### config.mk
export PLATFORM = sky130hd
export DESIGN_NAME = serial_code_controller
export DESIGN_NICKNAME = d
export VERILOG_FILES = /design/src/rtl/serial_code_controller.sv
export SDC_FILE = /design/constraint.sdc
export NUM_CORES = 1
export LEC_CHECK = 0
export BUFFER_PORTS_ARGS = -buffer_cell sky130_fd_sc_hd__buf_2
export CORE_MARGIN = 2
export CORE_UTILIZATION = 25
export DETAILED_ROUTE_END_ITERATION = 6
export GPL_TIMING_DRIVEN = 0
export HOLD_SLACK_MARGIN = 0.03
export SYNTH_ARGS = -nofsm -noshare
export SYNTH_HDL_FRONTEND = slang
export SYNTH_SLANG_ARGS = --single-unit
### constraint.sdc
create_clock -name clock -period 3.99 [get_ports clock]
set_clock_uncertainty 0.1 [all_clocks]
set_input_delay 0.1995 -clock clock [delete_from_list [all_inputs] [get_ports clock]]
set_output_delay 0.1995 -clock clock [all_outputs]
set_load 0.01 [all_outputs]
### src/rtl/serial_code_controller.sv
// Sequencer that shifts a captured parallel code into a serial sequence detector,
// checks the match result and enforces a lockout after repeated failures.
module serial_code_controller #(
  parameter int unsigned CODE_W      = 4,
  parameter int unsigned MAX_FAIL    = 3,
  parameter int unsigned LOCK_CYCLES = 16
) (
  input  logic              clock,
  input  logic              reset,
  input  logic              start,
  input  logic [CODE_W-1:0] code_in,
  input  logic              relock,
  input  logic              det_g,
  output logic              det_in,
  output logic              det_rst_n,
  output logic              busy,
  output logic              unlocked,
  output logic              fail,
  output logic              lockout,
  output logic [3:0]        fail_count
);

  localparam int unsigned CntW = $clog2(CODE_W + 1);

  typedef enum logic [2:0] {
    StIdle,
    StClear,
    StShift,
    StCheck,
    StPass,
    StFail,
    StLockout
  } state_e;

  state_e            state_q, state_d;
  logic [CODE_W-1:0] shift_q, shift_d;
  logic [CntW-1:0]   bit_cnt_q, bit_cnt_d;
  logic [3:0]        fail_cnt_q, fail_cnt_d;
  logic [15:0]       lock_cnt_q, lock_cnt_d;

  always_ff @(posedge clock or posedge reset) begin
    if (reset) begin
      state_q    <= StIdle;
      shift_q    <= '0;
      bit_cnt_q  <= '0;
      fail_cnt_q <= '0;
      lock_cnt_q <= '0;
    end else begin
      state_q    <= state_d;
      shift_q    <= shift_d;
      bit_cnt_q  <= bit_cnt_d;
      fail_cnt_q <= fail_cnt_d;
      lock_cnt_q <= lock_cnt_d;
    end
  end

  always_comb begin
    state_d    = state_q;
    shift_d    = shift_q;
    bit_cnt_d  = bit_cnt_q;
    fail_cnt_d = fail_cnt_q;
    lock_cnt_d = lock_cnt_q;
    case (state_q)
      StIdle: begin
        if (start) begin
          shift_d = code_in;
          state_d = StClear;
        end
      end
      StClear: begin
        bit_cnt_d = '0;
        state_d   = StShift;
      end
      StShift: begin
        shift_d   = shift_q << 1;
        bit_cnt_d = bit_cnt_q + 1'b1;
        if (bit_cnt_q == CntW'(CODE_W - 1)) state_d = StCheck;
      end
      StCheck: begin
        // Count is updated on entry so it is visible alongside the fail pulse.
        if (det_g) begin
          fail_cnt_d = '0;
          state_d    = StPass;
        end else begin
          fail_cnt_d = (fail_cnt_q == 4'hf) ? fail_cnt_q : fail_cnt_q + 4'd1;
          state_d    = StFail;
        end
      end
      StPass: begin
        if (relock) state_d = StIdle;
      end
      StFail: begin
        if (fail_cnt_q >= 4'(MAX_FAIL)) begin
          lock_cnt_d = '0;
          state_d    = StLockout;
        end else begin
          state_d = StIdle;
        end
      end
      StLockout: begin
        if (lock_cnt_q == 16'(LOCK_CYCLES - 1)) begin
          fail_cnt_d = '0;
          state_d    = StIdle;
        end else begin
          lock_cnt_d = lock_cnt_q + 16'd1;
        end
      end
      default: state_d = StIdle;
    endcase
  end

  assign det_in     = (state_q == StShift) ? shift_q[CODE_W-1] : 1'b1;
  assign det_rst_n  = (state_q == StShift) || (state_q == StCheck);
  assign busy       = (state_q != StIdle) && (state_q != StPass);
  assign unlocked   = (state_q == StPass);
  assign fail       = (state_q == StFail);
  assign lockout    = (state_q == StLockout);
  assign fail_count = fail_cnt_q;

endmodule

==> results of run 1 <==
how the worst max path moves through the flow:
stage | end | slack [ns] | startpoint | cells past startpoint
2_1_floorplan | lock_cnt_q[15]$_DFFE_PP0P_ | 2.08 | lock_cnt_q[0]$_DFFE_PP0P_ | 8
6_report | lock_cnt_q[13]$_DFFE_PP0P_ | 1.86 | lock_cnt_q[0]$_DFFE_PP0P_ | 8
3_5_place_dp | lock_cnt_q[5]$_DFFE_PP0P_ | 1.87 | lock_cnt_q[0]$_DFFE_PP0P_ | 8
4_1_cts | lock_cnt_q[5]$_DFFE_PP0P_ | 1.85 | lock_cnt_q[0]$_DFFE_PP0P_ | 8
5_1_grt | lock_cnt_q[12]$_DFFE_PP0P_ | 1.68 | lock_cnt_q[0]$_DFFE_PP0P_ | 8
3_3_place_gp | lock_cnt_q[13]$_DFFE_PP0P_ | 1.85 | lock_cnt_q[0]$_DFFE_PP0P_ | 8
area by class of cell:
cell class,count,share of cell area [%]
clock buffers,5,3.47
multi-input cells,149,43.2
clock inverters,2,0.505
flip-flops and latches,30,37.9
repair buffers,18,4.55
well taps,80,5.05
inverters,14,2.90
plain buffers,7,2.40
worst register-to-register path: cells and delay by family, from the launching register on:
family                   cells  cell delay, ns
AND/OR/NAND/NOR              4            0.68
adder cells (fa/ha/maj)      1            0.31
buffers and inverters        2            0.40
flip-flops                   1            0.44
AO/OA/AOI/OAI                1            0.13
synth_stat cells (all sizes together):
library cell	number
nand2b	4
dfrtp	30
or3	2
and3	1
o31ai	3
or2	1
a211oi	1
clkinv	1
and4	1
o41ai	1
o22a	1
and3b	1
xnor2	1
nor2b	2
nor4	5
nor3	6
ha	4
a31oi	2
mux2i	2
o311a	1
a22o	2
clkbuf	2
nor2	24
inv	13
a21o	3
nand3	13
a22oi	2
o22ai	3
o21ba	1
o21ai	30
nand2	23
o221ai	1
nand4	2
buf	5
a21oi	5
a32o	1
kinds of logic (layout without fill, tap and decap cells):
kind of cell	after synthesis	in the layout	synth area share, %
AND/OR/NAND/NOR	85	85	24.3
AO/OA/AOI/OAI	57	57	21.1
flip-flops	30	30	43.8
buffers and inverters	21	46	6.14
adder cells (fa/ha/maj)	4	4	2.92
multiplexers	2	2	1.17
XOR/XNOR	1	1	0.511
state kept, by name (all words and copies together) (netlist names):
name / count
lock_cnt_q: 16
state_q: 3
fail_count: 4
bit_cnt_q: 3
shift_q: 4
cells in the final DEF (no fill, tap or decap), types with 3 or more instances in the layout:
| cell type | count |
|---|---|
| buf_2 | 20 |
| inv_1 | 11 |
| clkbuf_8 | 5 |
| nor2_1 | 23 |
| o21ai_1 | 11 |
| nor4_1 | 5 |
| o22ai_1 | 3 |
| dfrtp_1 | 30 |
| nand2b_1 | 3 |
| a21o_1 | 3 |
| nor3_1 | 6 |
| a21oi_1 | 5 |
| o31ai_1 | 3 |
| ha_1 | 4 |
| o21ai_0 | 17 |
| nand3_1 | 13 |
| nand2_1 | 23 |
per-stage QoR:
stage / utilization [%] / power, W
detailed placement: 28.3 / 0.000907
floorplan: - / 0.000775
finish: 29.5 / 0.00113
global placement: 28.3 / 0.000897
global route: 29.5 / 0.00124
CTS: 29.5 / 0.00114
power by group:
part           internal [W]  switching [W]  leakage [nW]
registers          0.000379      0.0000728         0.394
logic              0.000183       0.000262         0.467
clock network      0.000117       0.000117        0.0438
routing by layer:
metal	global-route usage (%)	share of wire (%)	up-vias	wire, um
met5	0	0	-	0
met4	5.11	1.8	0	74
met3	3.71	3.5	4	139
met2	16.4	43	25	1740
met1	16.5	51	692	2050
li1	-	-	764	-
==> summary.txt, run 1 <==
Status: finished clean
Sink Count: 30
Drt pass-1 iters: 4
Final std cells w/o fill: 305
Crit Path Max Fanout: 10
Max Fclk: 470 MHz
Final min period: 2.13 ns
Top delay family on crit path: simple AND/OR/NAND/NOR gates
Detail Route Antenna Nets: 0
Setup TNS Final: 0 ns
Worst path cell trace: ha_1, and3_1, and4_1, buf_2, nor2_4, buf_4, nand2_1, o21ai_1
Final GP Congestion: 0.817
Share of cells above drive strength 1: 17.8%
IO Pins: 19
Critical R2R Launch: lock_cnt_q[0]$_DFFE_PP0P_
# diodes: 0
Core ar.: 6720 um^2
PortBufs: 18
Max-cap violations: 0
Root Buffer: clkbuf_8
Kind of start point of the critical path: flop
Row cnt: 30
Routed Wire Length: 4000 um
Clk_lat worst skew: 0.28 ns
DR vias: 1485
WHS Endpoint: state_q[2]$_DFFE_PP0P_
CP Class: reg -> reg
Initial Util: 25.5%
Cell variety after synth: 44
Largest cells by area after synthesis: dfrtp_1 (44%), nand2_1 (5.0%), nor2_1 (5.0%), o21ai_0 (5.0%), nand3_1 (3.8%)
Final worst-path cycle share: 53.3%
H-tree depth: 2
Num CTS Buffers: 5
Nets@finish: 238
Fillers: 699
Post-Place Cells: 298
Cts hold-fix bufs: 0
Register area: 751 um^2
Fin. Hold Viols: 0
DR WL/cell: 13.1 um
Hold WS: 0.0435 ns
Max clock buf depth: 2
Slew Limit Fails: 0
Worst Tran Pin Value: 1.18 ns
Maximum vdd drop: 0.121 mV
Post-cts resize count: 0
Syn nets: 213
Hold depth: 2
Vias in the first global route: 1369
Number of antenna violations at the first check in global routing: 0
Reg2Reg Depth: 8
Synthesized cell area: 1710 um^2
Area growth, synth to finish: 15.7%
Req. time, crit path: 4.10 ns
Area of the multi-input gates: 857 um^2
Global Route Usage Sum: 11.7%
Pwr/cell area: 571 nW/um^2
Critical Path Sink Type: flop
Worst path slowest cell: dfrtp_1
Mean Syn Cell Area: 8.56 um^2
Count of final setup violators: 0
Residual DRC: 0
Hpwl dp: 2790 um
Die height: 86.8 um
Iteration-0 DRC Markers: 111
Critical path arrival: 2.23 ns
Post-CTS Setup Repair Bufs: 0
Die Width: 86.8 um
Hold Crit Start: relock
First-pass GRT wire length: 6780 um
Placed Area: 1900 um^2
CTS tree: built
Final critical-path setup slack: 1.86 ns
Die Area: 7530 um^2
Synthesized flop and latch total: 30
Grt ovf: 0
Synth area leader: dfrtp_1
Unrepaired setup endpoints after global routing: no
Rel. slew slack: 21.4%
Via-to-Cell Ratio: 4.87
Synthesis Warnings: 0
Worst hold path class: in -> reg
Seq/Total Area, Yosys: 43.8%
Bufs and invs on worst path: 2
Post-layout instance area: 1980 um^2
Worst-path clk slew: 0.07 ns
P_leak: 0.905 nW
Post-synth top area share: 43.8%
Crit path largest cell delay: 0.44 ns
Gate Count Post-Synth: 200
Largest net degree at the start of global routing: 31
Reg-to-reg critical path endpoint: lock_cnt_q[13]$_DFFE_PP0P_
Dpl ws: 1.87 ns
Flop-to-flop setup slack: 1.86 ns
Power figures use the tool's default switching activity.
==> run 2, diff against run 1 <==
==> constraint.sdc (replaced) <==
create_clock -name clock -period 2.1 [get_ports clock]
set_clock_uncertainty 0.1 [all_clocks]
set_input_delay 0.105 -clock clock [delete_from_list [all_inputs] [get_ports clock]]
set_output_delay 0.105 -clock clock [all_outputs]
set_load 0.01 [all_outputs]
==> run 2 against run 1 <==
Clock power increased by 92%. Maximum frequency increased by 7.9%. Clock-buffer cell count unchanged. Hold slack got worse by 0.018 ns. Non-clock buffer count increased by 11. Critical path depth unchanged. Final cell count increased by 3.6%.
==> summary.txt, run 2 (synthesized netlist as in run 1, its figures left out) <==
First-pass GRT wire length: 6920 um (+2.1%)
Final worst-path cycle share: 93.9% (+41 points)
Routed Wire Length: 4150 um (+3.8%)
Most frequent cells in the layout: dfrtp_1 (28), nand2_1 (23), nor2_1 (23), buf_2 (20), o21ai_0 (16)
Initial Util: 25.5% (unchanged)
Max clock buf depth: 2 (unchanged)
Req. time, crit path: 2.17 ns (-1.93 ns)
Bufs and invs on worst path: 2 (unchanged)
Global Route Usage Sum: 12.0% (+0.24 points)
Sink Count: 30 (unchanged)
Largest net degree at the start of global routing: 31 (unchanged)
Hold WS: 0.0258 ns (-0.0177 ns)
Final GP Congestion: 0.817 (unchanged)
# diodes: 0 (unchanged)
Status: finished clean
Row cnt: 30 (unchanged)
Worst hold path class: in -> async
Worst Tran Pin Value: 1.19 ns (+0.00823 ns)
Rel. slew slack: 20.8% (-0.55 points)
Final min period: 1.97 ns (-0.156 ns)
Maximum vdd drop: 0.234 mV (+93%)
CTS tree: built
Hpwl dp: 2790 um (unchanged)
Slew Limit Fails: 0 (unchanged)
Most common cell after layout, fill and taps aside: dfrtp_1
Number of antenna violations at the first check in global routing: 0 (unchanged)
Finished Core Util: 31.2% (+1.7 points)
Critical path arrival: 2.04 ns (-0.19 ns)
CP Class: reg -> reg
IO Pins: 19 (unchanged)
Die Width: 86.8 um (unchanged)
Via-to-Cell Ratio: 4.91 (+0.94%)
Post-Place Cells: 298 (unchanged)
Clk_lat worst skew: 0.29 ns (about the same)
Vias in the first global route: 1419 (+3.7%)
Die Area: 7530 um^2 (unchanged)
Detail Route Antenna Nets: 0 (unchanged)
Crit path largest cell delay: 0.43 ns (about the same)
Total Power: 0.00224 W (+98%)
Largest register FFs: 16 (unchanged)
Max Fclk: 507 MHz (+7.9%)
Root Buffer: clkbuf_8
Max-cap violations: 0 (unchanged)
Die height: 86.8 um (unchanged)
Share of cells above drive strength 1: 21.2% (+3.4 points)
Worst-path clk slew: 0.07 ns (about the same)
Fin. Hold Viols: 0 (unchanged)
Biggest register: lock_cnt_q
Grt ovf: 0 (unchanged)
Nets@finish: 249 (+4.6%)
DR vias: 1553 (+4.6%)
Core ar.: 6720 um^2 (unchanged)
H-tree depth: 2 (unchanged)
Worst path slowest cell: dfrtp_2
Crit Path Max Fanout: 10 (unchanged)
Kind of start point of the critical path: flop
Iteration-0 DRC Markers: 126 (+14%)
Critical Path Sink Type: flop
Worst path cell trace: ha_4, and3_1, and4_1, buf_2, o21ba_4, buf_6, o21ai_1, o21ai_1
Residual DRC: 0 (unchanged)
Count of final setup violators: 0 (unchanged)
DR WL/cell: 13.1 um (+0.18%)
Unrepaired setup endpoints after global routing: no
Pwr/cell area: 1070 nW/um^2 (+87%)
PortBufs: 18 (unchanged)
Area growth, synth to finish: 22.5%
Most used cell along the critical path: o21ai_1
Num CTS Buffers: 5 (unchanged)
P_leak: 0.957 nW (+5.8%)
Final std cells w/o fill: 316 (+3.6%)
Top delay family on crit path: compound AO/OA/AOI/OAI gates
Drt pass-1 iters: 5 (+1)
[run 2: worst paths after layout]
check / startpoint / to / slack (ns) / cells past startpoint
hold / removal: reset / lock_cnt_q[9]$_DFFE_PP0P_ / 0.03 / 2
setup reg to reg: lock_cnt_q[0]$_DFFE_PP0P_ / lock_cnt_q[13]$_DFFE_PP0P_ / 0.13 / 8
hold reg to reg: shift_q[2]$_DFFE_PP0P_ / shift_q[2]$_DFFE_PP0P_ / 0.41 / 2
max in group asynchronous: reset / lock_cnt_q[1]$_DFFE_PP0P_ / 1.09 / 2
setup / recovery: lock_cnt_q[0]$_DFFE_PP0P_ / lock_cnt_q[13]$_DFFE_PP0P_ / 0.13 / 8
min in group clock: start / shift_q[0]$_DFFE_PP0P_ / 0.16 / 3
[run 2: through the flow]
stage / TNS, ns / setup WS, ns / instance area, um^2
6_report: 0 / 0.128 / 2100
5_1_grt: 0 / 0.000536 / 2100
4_1_cts: 0 / 0.0478 / 2060
3_5_place_dp: -0.0659 / -0.0245 / 1900
3_3_place_gp: -0.141 / -0.0391 / 1900
2_1_floorplan: 0 / 0.187 / 1710
[run 2: what timing repair did]
item / 4_1_cts / 5_1_grt
hold buffers: 6 / 0
pin swaps: 1 / 0
cloned: 0 / 0
setup buffers: 2 / 3
setup endpoints to repair: 11 / 19
gates resized for setup: 1 / 7
endpoints found under the hold margin: 6 / 0
[run 2: where the power goes]
part | leakage (nW) | switching [W] | internal, W | total [W]
Sequential | 0.391 | 0.000133 | 0.000724 | 0.000857
Combinational | 0.522 | 0.000526 | 0.000405 | 0.000931
Clock | 0.0438 | 0.000228 | 0.000222 | 0.000450
[run 2: worst reg2reg max path, cell delays in order, from the launching register on]
cell     delay (ns)
dfrtp_2        0.43
ha_4           0.19
and3_1         0.21
and4_1         0.15
buf_2          0.17
o21ba_4        0.24
buf_6          0.15
o21ai_1        0.13
o21ai_1        0.08
[run 2: final cells by class]
| cell class | instances | area, um^2 |
|---|---|---|
| Timing Repair Buffer | 29 | 188 |
| Buffer | 7 | 48.8 |
| Multi-Input combinational cell | 149 | 872 |
| Clock inverter | 2 | 10.0 |
| Sequential cell | 30 | 753 |
| Fill cell | 687 | 4620 |
| Tap cell | 80 | 100 |
| Inverter | 14 | 57.6 |
| Clock buffer | 5 | 68.8 |
[run 2: metal layers]
metal	routed length (um)	up-vias	track usage (%)	part of all wire [%]
li1	-	785	-	-
met1	2110	736	16.6	51
met2	1830	25	17.0	44
met3	125	7	3.81	3.0
met4	93	0	5.26	2.2
met5	0	-	0	0
==> run 3, diff against run 2 <==
--- a/config.mk
+++ b/config.mk
@@ -5,7 +5,7 @@
 export SDC_FILE = /design/constraint.sdc
 export NUM_CORES = 1
 export LEC_CHECK = 0
-export BUFFER_PORTS_ARGS = -buffer_cell sky130_fd_sc_hd__buf_2
+export BUFFER_PORTS_ARGS = -buffer_cell sky130_fd_sc_hd__buf_4
 export CORE_MARGIN = 2
 export CORE_UTILIZATION = 25
 export DETAILED_ROUTE_END_ITERATION = 6
==> run 3 against run 2 <==
Clock-buffer cell count is 3 higher. Maximum frequency about the same. Hold slack better by 0.017 ns. Critical path type unchanged.
==> summary.txt, run 3 (synthesized netlist as in run 1, its figures left out) <==
Residual DRC: 0 (unchanged)
Most common cell after layout, fill and taps aside: dfrtp_1
Max-cap violations: 0 (unchanged)
Area growth, synth to finish: 26.4%
Drt pass-1 iters: 4 (-1)
Sw Pwr: 0.000880 W (-0.75%)
Number of antenna violations at the first check in global routing: 0 (unchanged)
Fin. Hold Viols: 0 (unchanged)
Kind of start point of the critical path: flop
Final worst-path cycle share: 94.0% (about the same)
Rel. slew slack: 20.6% (-0.22 points)
Critical path arrival: 2.05 ns (about the same)
Critical Path Start: fail_count[0]$_DFFE_PP0P_
CP Class: reg -> reg
Max clock buf depth: 2 (unchanged)
Die Width: 86.8 um (unchanged)
Final min period: 1.97 ns (+0.00151 ns)
Sink Count: 30 (unchanged)
Vias in the first global route: 1357 (-4.4%)
Global Route Usage Sum: 11.4% (-0.58 points)
Largest net degree at the start of global routing: 31 (unchanged)
Setup TNS Final: 0 ns (unchanged)
Share of cells above drive strength 1: 20.8% (-0.42 points)
Comb power frac: 40.4% (-1.2 points)
Worst Tran Pin Value: 1.19 ns (+0.00331 ns)
IO Pins: 19 (unchanged)
Clk_lat worst skew: 0.28 ns (about the same)
Crit Path Max Fanout: 5 (-5)
Via-to-Cell Ratio: 4.92 (+0.13%)
Worst-path clk slew: 0.07 ns (about the same)
Fillers: 715 (+4.1%)
Final critical-path setup slack: 0.127 ns (-0.00151 ns)
Num CTS Buffers: 5 (unchanged)
Row cnt: 30 (unchanged)
Power Internal: 0.00149 W (+10%)
Maximum vdd drop: 0.313 mV (+34%)
Die height: 86.8 um (unchanged)
Detail Route Antenna Nets: 0 (unchanged)
Dpl ws: -0.00972 ns (+0.0148 ns)
H-tree depth: 2 (unchanged)
Core ar.: 6720 um^2 (unchanged)
Max Fclk: 507 MHz (about the same)
Worst hold path class: in -> async
DR WL/cell: 12.8 um (-2.7%)
Final std cells w/o fill: 316 (unchanged)
DR vias: 1555 (+0.13%)
Root Buffer: clkbuf_8
Pwr/cell area: 1100 nW/um^2 (+2.7%)
Count of final setup violators: 0 (unchanged)
P_leak: 0.975 nW (+1.9%)
CTS tree: built
Clock power frac: 23.5% (+3.4 points)
First-pass GRT wire length: 6620 um (-4.4%)
PortBufs: 18 (unchanged)
Status: finished clean
Post-Place Cells: 298 (unchanged)
Grt ovf: 0 (unchanged)
Nets@finish: 248 (-0.40%)
Sw Ratio: 37.1% (-2.5 points)
Slew Limit Fails: 0 (unchanged)
Die Area: 7530 um^2 (unchanged)
Hpwl dp: 2710 um (-2.8%)
# diodes: 0 (unchanged)
Largest register FFs: 16 (unchanged)
Critical R2R Launch: fail_count[0]$_DFFE_PP0P_
Reg power frac: 36.1% (-2.2 points)
Req. time, crit path: 2.18 ns (about the same)
Iteration-0 DRC Markers: 104 (-17%)
Most frequent cells in the layout: dfrtp_1 (28), buf_4 (23), nand2_1 (23), nor2_1 (23), o21ai_0 (17)
Unrepaired setup endpoints after global routing: no
Initial Util: 25.5% (unchanged)
Critical Path Sink Type: flop
Final GP Congestion: 0.768 (-6.1%)
Routed Wire Length: 4040 um (-2.7%)
Biggest register: lock_cnt_q
==> run 3: cell types whose count changed in the layout (fill, tap and decap cells not counted) <==
cell / before / now
clkbuf_8: 5 / 8
clkbuf_1: 1 / 2
clkbuf_2: 1 / 0
buf_2: 20 / 2
clkinv_2: 2 / 0
o21ai_0: 16 / 17
buf_4: 6 / 23
o21ai_1: 12 / 11
==> run 3: layout make-up <==
| class | count | area [um^2] | share of cell area, % |
|---|---|---|---|
| plain buffers | 7 | 47.5 | 2.20 |
| clock buffers | 8 | 110 | 5.08 |
| inverters | 14 | 57.6 | 2.66 |
| multi-input cells | 149 | 872 | 40.3 |
| flip-flops and latches | 30 | 753 | 34.8 |
| well taps | 80 | 100 | 4.62 |
| repair buffers | 28 | 225 | 10.4 |
==> run 3: critical path: stages (launching register included) <==
cell and delay, ns:
dfrtp_1 0.41, ha_1 0.22, nand2_1 0.08, o311a_1 0.28, o21ai_0 0.40, o21ai_0 0.16, a22o_1 0.21
==> run 3: power groups by stage <==
stage                     Combinational [W]  Sequential [W]  Clock [W]
after floorplan                    0.000620        0.000852          0
after global placement             0.000880        0.000865          0
after detailed placement           0.000890        0.000870          0
after CTS                          0.000911        0.000861   0.000570
after global routing                0.00107        0.000880   0.000601
final                              0.000958        0.000857   0.000557
==> run 3: routing by layer <==
layer | GRT usage [%] | part of all wire (%) | wire (um) | up-vias
met2 | 15.7 | 44 | 1780 | 37
met1 | 16.2 | 49 | 1990 | 722
met5 | 0 | 0 | 0 | -
met3 | 2.86 | 4.5 | 182 | 9
li1 | - | - | - | 787
met4 | 5.82 | 2.2 | 89 | 0
==> run 3: worst paths after layout <==
check	to	slack (ns)	cells past startpoint
min in group clock	shift_q[0]$_DFFE_PP0P_	0.18	3
setup / recovery	fail_count[3]$_DFFE_PP0P_	0.13	6
hold reg to reg	shift_q[3]$_DFFE_PP0P_	0.40	2
hold / removal	lock_cnt_q[4]$_DFFE_PP0P_	0.04	2
max in group asynchronous	lock_cnt_q[1]$_DFFE_PP0P_	1.07	2
setup reg to reg	fail_count[3]$_DFFE_PP0P_	0.13	6
==> run 3: per-stage QoR <==
stage               util [%]  total power [W]  area (um^2)  hold WS, ns
global placement        29.0          0.00175         1950        0.239
global route            32.2          0.00255         2170        0.153
detailed placement      29.0          0.00176         1950        0.242
floorplan                  -          0.00147         1710       0.0958
CTS                     31.8          0.00234         2140        0.107
finish                  32.2          0.00237         2170       0.0427
==> run 3: what timing repair did <==
action | in CTS | in global routing
hold buffers | 6 | 0
buffers inserted | 2 | 2
endpoints found under the hold margin | 6 | 0
pin swaps | 1 | 0
endpoints found under the setup margin | 10 | 16
resized for setup | 1 | 4
